===== config.mk =====
export PLATFORM = sky130hd
export DESIGN_NAME = dmem_arbiter
export DESIGN_NICKNAME = d
export VERILOG_FILES = /design/src/rtl/mem_pkg.sv /design/src/rtl/dmem_prio_sel.sv /design/src/rtl/dmem_arbiter.sv
export SDC_FILE = /design/constraint.sdc
export NUM_CORES = 1
export LEC_CHECK = 0
export CAP_MARGIN = 10
export CORE_AREA = 2 2 118 120
export DETAILED_ROUTE_END_ITERATION = 8
export DIE_AREA = 0 0 120 122
export GPL_TIMING_DRIVEN = 0
export PLACE_DENSITY = 0.69
export SYNTH_ARGS = -nofsm -noshare
export SYNTH_HDL_FRONTEND = slang
export SYNTH_HIERARCHICAL = 1
export SYNTH_SLANG_ARGS = --single-unit

===== constraint.sdc =====
create_clock -name clk -period 5.3 [get_ports clk]
set_input_delay 0.795 -clock clk [delete_from_list [all_inputs] [get_ports clk]]
set_output_delay 0.795 -clock clk [all_outputs]
set_load 0.02 [all_outputs]

===== src/rtl/mem_pkg.sv =====
// rtl/mem_pkg.sv - shared types and constants for the data memory arbiter
package mem_pkg;

    localparam int MEM_AW = 32;
    localparam int MEM_DW = 32;

    localparam logic [2:0] F3_LB  = 3'b000;
    localparam logic [2:0] F3_LH  = 3'b001;
    localparam logic [2:0] F3_LW  = 3'b010;
    localparam logic [2:0] F3_LBU = 3'b100;
    localparam logic [2:0] F3_LHU = 3'b101;

    typedef enum logic [1:0] {
        RESP_IDLE = 2'd0,
        RESP_CORE = 2'd1,
        RESP_DMA  = 2'd2
    } resp_state_e;

    typedef struct packed {
        logic              we;
        logic [2:0]        func3;
        logic [MEM_AW-1:0] addr;
        logic [MEM_DW-1:0] wdata;
    } mem_req_t;

endpackage


===== src/rtl/dmem_prio_sel.sv =====
// rtl/dmem_prio_sel.sv - two-way priority select, core first unless DMA is starved
module dmem_prio_sel (
    input  logic i_core_req,
    input  logic i_dma_req,
    input  logic i_dma_force,
    output logic o_core_gnt,
    output logic o_dma_gnt
);

    // Core wins ties unless the starvation flag hands the slot to DMA.
    always_comb begin
        o_core_gnt = i_core_req & ~(i_dma_req & i_dma_force);
        o_dma_gnt  = i_dma_req & (~i_core_req | i_dma_force);
    end

endmodule


===== src/rtl/dmem_arbiter.sv =====
// rtl/dmem_arbiter.sv - core/DMA arbiter and response sequencer for data memory
module dmem_arbiter
    import mem_pkg::*;
#(
    parameter int AW       = 32,
    parameter int DW       = 32,
    parameter int MAX_WAIT = 4
) (
    input  logic          clk,
    input  logic          rst_n,
    input  logic          core_req,
    input  logic          core_we,
    input  logic [2:0]    core_func3,
    input  logic [AW-1:0] core_addr,
    input  logic [DW-1:0] core_wdata,
    output logic          core_gnt,
    output logic          core_stall,
    output logic          core_rvalid,
    output logic [DW-1:0] core_rdata,
    input  logic          dma_req,
    input  logic          dma_we,
    input  logic [AW-1:0] dma_addr,
    input  logic [DW-1:0] dma_wdata,
    output logic          dma_gnt,
    output logic          dma_rvalid,
    output logic [DW-1:0] dma_rdata,
    output logic          mem_read,
    output logic          mem_write,
    output logic [2:0]    mem_func3,
    output logic [AW-1:0] mem_addr,
    output logic [DW-1:0] mem_wdata,
    input  logic [DW-1:0] mem_rdata
);

    localparam logic [3:0] LP_MAX_WAIT = 4'(MAX_WAIT);

    logic [3:0]    r_wait_cnt;
    resp_state_e   r_state;
    resp_state_e   w_state_nxt;
    logic          w_dma_force;
    logic          w_core_gnt;
    logic          w_dma_gnt;
    logic          w_any_gnt;
    mem_req_t      w_core_rq;
    mem_req_t      w_dma_rq;
    mem_req_t      w_sel;
    logic [DW-1:0] r_core_rdata;
    logic [DW-1:0] r_dma_rdata;

    assign w_dma_force = (r_wait_cnt == LP_MAX_WAIT);

    dmem_prio_sel u_prio_sel (
        .i_core_req  (core_req),
        .i_dma_req   (dma_req),
        .i_dma_force (w_dma_force),
        .o_core_gnt  (w_core_gnt),
        .o_dma_gnt   (w_dma_gnt)
    );

    assign w_any_gnt  = w_core_gnt | w_dma_gnt;
    assign core_gnt   = w_core_gnt;
    assign dma_gnt    = w_dma_gnt;
    assign core_stall = core_req & ~w_core_gnt;

    // Pack both requesters and route the winner to memory; idle bus is all zero.
    always_comb begin
        w_core_rq = '{we: core_we, func3: core_func3, addr: core_addr, wdata: core_wdata};
        w_dma_rq  = '{we: dma_we, func3: F3_LW, addr: dma_addr, wdata: dma_wdata};
        w_sel     = '0;
        if (w_core_gnt) begin
            w_sel = w_core_rq;
        end else if (w_dma_gnt) begin
            w_sel = w_dma_rq;
        end
        mem_read  = w_any_gnt & ~w_sel.we;
        mem_write = w_any_gnt & w_sel.we;
        mem_func3 = w_sel.func3;
        mem_addr  = w_sel.addr;
        mem_wdata = w_sel.wdata;
    end

    // Starvation counter: counts lost DMA cycles, saturating at the force level.
    always_ff @(posedge clk or negedge rst_n) begin
        if (!rst_n) begin
            r_wait_cnt <= 4'd0;
        end else if (w_dma_gnt || !dma_req) begin
            r_wait_cnt <= 4'd0;
        end else if (r_wait_cnt != LP_MAX_WAIT) begin
            r_wait_cnt <= r_wait_cnt + 4'd1;
        end
    end

    // Next response owner: only reads produce a response.
    always_comb begin
        w_state_nxt = RESP_IDLE;
        if (w_core_gnt && !core_we) begin
            w_state_nxt = RESP_CORE;
        end else if (w_dma_gnt && !dma_we) begin
            w_state_nxt = RESP_DMA;
        end
    end

    // Response owner register; reset drops any in-flight response.
    always_ff @(posedge clk or negedge rst_n) begin
        if (!rst_n) begin
            r_state <= RESP_IDLE;
        end else begin
            r_state <= w_state_nxt;
        end
    end

    // Capture read data for the owner; the other side keeps its last value.
    always_ff @(posedge clk or negedge rst_n) begin
        if (!rst_n) begin
            r_core_rdata <= '0;
            r_dma_rdata  <= '0;
        end else begin
            if (w_state_nxt == RESP_CORE) begin
                r_core_rdata <= mem_rdata;
            end
            if (w_state_nxt == RESP_DMA) begin
                r_dma_rdata <= mem_rdata;
            end
        end
    end

    assign core_rvalid = (r_state == RESP_CORE);
    assign dma_rvalid  = (r_state == RESP_DMA);
    assign core_rdata  = r_core_rdata;
    assign dma_rdata   = r_dma_rdata;

endmodule


### After elaboration in Yosys (flattened, before gate mapping)

Cells that the tools add are included.

| storage, ports and cells | value |
|---|---|
| word-level logic and storage cells | 36 |
| input port bits | 169 |
| flip-flop bits (word level) | 70 |

| operators by class | value |
|---|---|
| $add $sub $neg | 1 |
| multiplexer cells | 6 |
| eq/ne operators | 6 |
| bitwise gates (word level) | 12 |
| reductions and logical operators | 7 |

Operators with widths:

| kind | count |
|---|---|
| two-way mux 68 bit | 2 |
| two-way mux 4 bit | 2 |
| bitwise AND 1 bit | 6 |
| adder 4 x 1 -> 4 bit (second input constant) | 1 |
| equality test 2 x 1 -> 1 bit (second input constant) | 2 |
| equality test 2 bit (second input constant) | 2 |
| equality test 4 x 3 -> 1 bit (second input constant) | 1 |
| two-way mux 2 bit | 2 |
| != test 4 x 3 -> 1 bit (second input constant) | 1 |
| inverter 1 bit | 4 |
| zero test 1 bit | 3 |
| logical AND 1 bit | 2 |
| OR 1 bit | 2 |
| nonzero test 2 bit | 1 |
| logical OR 1 bit | 1 |

### Logic depth before layout (Yosys ltp)

| depth | value |
|---|---|
| depth in word-level cells | 7 |
| mapped depth | 12 |

### Cells and area by module

The synthesis kept the hierarchy.

Modules (own cells, without submodules):

| module | cells each | area each (µm²) | times used |
|---|---|---|---|
| dmem_arbiter | 322 | 3505.9 | 1 |
| dmem_prio_sel | 3 | 18.8 | 1 |

### Least setup slack after synthesis

OpenSTA, ideal clock, no wires.

| timing | value |
|---|---|
| path type | register -> output |
| from | reg r_wait_cnt[0] |
| to | out mem_addr[0] |
| arrival time | 2.170 ns |
| path buffers | 2 |
| setup slack | 2.335 ns |
| data required time | 4.505 ns |
| cell stages (with the launch flop) | 11 |
| path through | dfrtp_1 > inv_1 > ha_1 > nand3b_1 > inv_1 > inv_1 > a21boi_1 > nor2b_1 > buf_2 > buf_2 > a22o_1 |

| between the ends | value |
|---|---|
| word-level cells in the longest chain between the ends | 5 |
| elaborated cells between the ends (all ways) | 8 |
| classes of those cells | 1 x eq/ne; 2 x mux; 5 x bitwise |

Ends and longest elaborated chain:

| element | RTL line | RTL |
|---|---|---|
| start, declared | dmem_arbiter.sv:37 | `logic [3:0] r_wait_cnt;` |
| start signal, assigned | dmem_arbiter.sv:89 | `r_wait_cnt <= r_wait_cnt + 4'd1;` |
| equality test 4 x 3 -> 1 bit | dmem_arbiter.sv:50 | `assign w_dma_force = (r_wait_cnt == LP_MAX_WAIT);` |
| via w_dma_force | dmem_arbiter.sv:40 | `logic w_dma_force;` |
| OR 1 bit | dmem_prio_sel.sv:13 | `o_dma_gnt = i_dma_req & (~i_core_req \| i_dma_force);` |
| bitwise AND 1 bit | dmem_prio_sel.sv:13 |  |
| via dma_gnt | dmem_arbiter.sv:24 | `output logic dma_gnt,` |
| two-way mux 68 bit | dmem_arbiter.sv:72 | `end else if (w_dma_gnt) begin` |
| two-way mux 68 bit | dmem_arbiter.sv:70 | `if (w_core_gnt) begin` |
| end, declared | dmem_arbiter.sv:30 | `output logic [AW-1:0] mem_addr,` |

The timed path passes the listed nets, and every way through them passes these cells.

### Final worst setup path

| timing | value |
|---|---|
| from | in dma_req |
| to | out mem_wdata[26] |

| between the ends | value |
|---|---|
| word-level cells in the longest chain between the ends | 4 |
| elaborated cells between the ends (all ways) | 6 |
| classes of those cells | 2 x mux; 4 x bitwise |

Ends and longest elaborated chain:

| element | RTL line | RTL |
|---|---|---|
| start, declared | dmem_arbiter.sv:20 | `input logic dma_req,` |
| bitwise AND 1 bit | dmem_prio_sel.sv:12 | `o_core_gnt = i_core_req & ~(i_dma_req & i_dma_force);` |
| inverter 1 bit | dmem_prio_sel.sv:12 |  |
| bitwise AND 1 bit | dmem_prio_sel.sv:12 |  |
| two-way mux 68 bit * | dmem_arbiter.sv:70 |  |
| end, declared | dmem_arbiter.sv:31 | `output logic [DW-1:0] mem_wdata,` |

Every way passes the cells marked *; elsewhere a longest branch is shown, timed or not.

==> summary.md <==
| Metric | Value |
|---|---|
| Port buffer count | 306 |
| Layout Nets | roughly 810 |
| Post-route design area | 7160 µm² |
| Clock Sink Count | 70 |
| Post-CTS Hold Buffers | 0 |
| Layout cells sized above 1 | 10.0% |
| Mapped Avg Cell Area | 10.8 µm² |
| Top post-synthesis cells by count | nand2_1, dfrtp_1, a22o_1 |
| Syn_nets | 496 |
| Root Driver | clkbuf_16 |
| Worst-skew pair later-pin latency | 0.33 ns |
| Initial antenna violation count | 1 |
| Dominant synthesized flop cell | dfrtp_1 |
| Largest net degree at the start of global routing | 71 |
| CP Cell Sequence | clkdlybuf4s50_1, a21boi_1, nor2b_1, buf_2, buf_2, a22o_1, clkdlybuf4s50_1 |
| Synth unique cells | 24 |
| Hold violation total from the final report | 0 |
| Io pins | 307 |
| #FFs+latches synth | 70 |
| Final WS setup | 1.21 ns |
| Setup repair bufs after CTS | 0 |
| H-tree Lvls | 3 |
| Hold Crit Depth | 2 |
| CP endpoint kind | primary output |
| Slew @ Worst Pin | 0.878 ns |
| Cells after Synth | 325 |
| Ranking of synthesized cells by area | dfrtp_1, a22o_1, mux2_4, nand2_1, buf_6 |
| Cell taking the most area after synthesis | dfrtp_1 |
| # fillers | approximately 1,200 |
| Placed inst area | approximately 6800 µm² |
| Clock Tree Buf Depth | 2 |
| Die width | 120 µm |
| CP arrival | 3.29 ns |
| DP HPWL | 12.9 mm |
| Crit Path Class | primary input to primary output |
| Part of the cycle the worst path needs | 77.1% |
| Most frequent cell after synthesis | nand2_1 |
| Max VDD drop | 0.126 mV |
| Placer Congestion | ~0.93 |
| Hold EP | core_rdata[6] |
| Yosys top cell area share | about half |
| DRC | 0 |
| Worst reg2reg setup slack | about 2.9 ns |
| Post-route ant nets | 0 |
| Final core occ | roughly 53% |
| Post-synth EDFFs | 0 |
| Layout overhead on the synthesized area | 103% |
| DRT iter0 DRCs | about 170 |
| Site row count | 43 |
| # setup viols final | 0 |
| GRT overflow | 0 |
| DR vias | 3,704 |
| Req. time, crit path | 4.51 ns |
| Post-CTS resize count | 0 |
| Initial Util | a little over a quarter |
| Slew HR | 41.5% |
| Antenna cells | 0 |
| Reg-to-reg endpoint | dma_rdata[30] |
| Hold_ws | 0.473 ns |
| RSZ-0062 raised after global routing | false |
| Post-synth ARST share | 100% |
| First-pass GRT wire length | 22.9 mm |
| WL final | ~16 mm |
| Die Y | 122 µm |
| Via density | about 4.5 |
| Reg2reg start | r_wait_cnt[0] |
| # Max-Cap Violations | 0 |
| Max-slew violation count | 0 |
| Tmin final | 4.09 ns |
| CP max stage delay | 0.64 ns |
| Global Route Usage Sum | 20.9% |
| Seq/Total Area, Yosys | 49.7% |
| Worst Clk Skew | ~0.0060 ns |
| Yosys Warn Count | 6 |
| CP startpoint | dma_req |
| CP startpoint kind | primary input |
| Outcome | finished, final reports clean |
| Worst Hold Launch | core_rdata[6] |
| Crit path max-delay family | buffers and inverters |
| Leakage | between 3 and 4 nW |
| Buf/Inv on CP | 4 |
| Die area | roughly 15,000 µm² |
| Hold Path Class | flip-flop to flip-flop |
| Setup WS pre-CTS | ~1.2 ns |
| Max FO, Critical Path | 10 |
| Pwr Density | 299 nW/µm² |
| Mapped Area | 3520 µm² |
| Total Power | 2.14 mW |
| WL/cell | 18.8 µm |
| CTS tree | yes |
| Placed insts | ~810 |
| Vias in the first global route | roughly 3,800 |
| Reg2reg path depth | 12 |
| Slowest CP cell | clkdlybuf4s50_1 |
| DR pass1 iterations | 4 |
| Fmax achieved | 245 MHz |
| Setup_tns | 0 ns |
| CTS buffer count | 9 |
| Final Instance Count excl. Fillers | 827 |
| Worst-path clk slew | 0.06 ns |
| Core area | 13,500 µm² |
[metal layers]
metal  share of wire (%)  vias up  track usage, %
li1                    -     1764               -
met1                  37     1776            23.2
met2                  52      154            38.1
met3                 9.3       10            7.87
met4                0.85        0            4.63
met5                   0        -               0
[final cells by class]
cell class	count	area, µm²	share of cell area [%]
buffer	26	154	2.15
clock buffer	9	225	3.15
clock inverter	7	121	1.70
inverter	6	22.5	0.315
multi-input combinational	223	1600	22.3
sequential	70	1750	24.5
tap	180	225	3.15
timing repair buffer	306	3060	42.8
[report_power, final]
| group | leakage, nW | switching, mW | internal, mW |
|---|---|---|---|
| Combinational | 2.19 | 0.337 | 0.435 |
| Sequential | 0.856 | 0.0533 | 0.623 |
| Clock | 0.170 | 0.231 | 0.462 |
[tightest hold or removal path: cells and delay by family (launching register included)]
kind	cells	cell delay, ns
DFF	1	0.34
and+or+nand+nor	2	0.10
[cell usage in the layout (no fill, tap or decap)]
cell and n:
inv_1 6, and2_1 2, clkbuf_16 9, xnor2_1 1
nand3_1 1, bufinv_16 3, a22o_1 64, buf_4 1
nor2_1 4, o21bai_1 1, nand2b_1 4, a31oi_1 1
nor2b_1 4, nand2b_2 1, inv_6 1, nand2_1 98
dfrtp_1 70, clkinv_2 1, mux2i_1 2, a21o_1 1
clkinv_4 2, o21ai_0 2, buf_2 9, clkbuf_1 11
mux2_2 3, a21boi_1 2, buf_6 6, mux2_4 29
nand3b_1 1, clkdlybuf4s50_1 305, ha_1 2
[flip-flops by register name, summed over array words and instances, names as in the netlist]
name	flops
dma_rdata	32
r_state	2
r_wait_cnt	4
core_rdata	32
[worst max path at each step]
stage / to / slack, ns / cells past startpoint
final: mem_wdata[26] / 1.21 / 7
after global placement: dma_rdata[9] / 1.12 / 1
after CTS: mem_wdata[26] / 1.21 / 11
after global routing: mem_wdata[25] / 0.91 / 11
after detailed placement: mem_wdata[26] / 1.23 / 7
after floorplan: mem_addr[0] / 2.34 / 10
[kinds of logic (layout without fill, tap and decap cells)]
kind of cell	Yosys count	count (layout)	synth area share (%)
and+or+nand+nor	115	115	13.2
AOI/OAI and AO/OA	71	71	17.2
DFF	70	70	49.7
muxes	34	34	13.9
buffers and inverters	32	354	5.01
adders and majority gates	2	2	0.710
xor gates and xnor gates	1	1	0.249
Note: power is estimated with default switching activity, not from simulation.
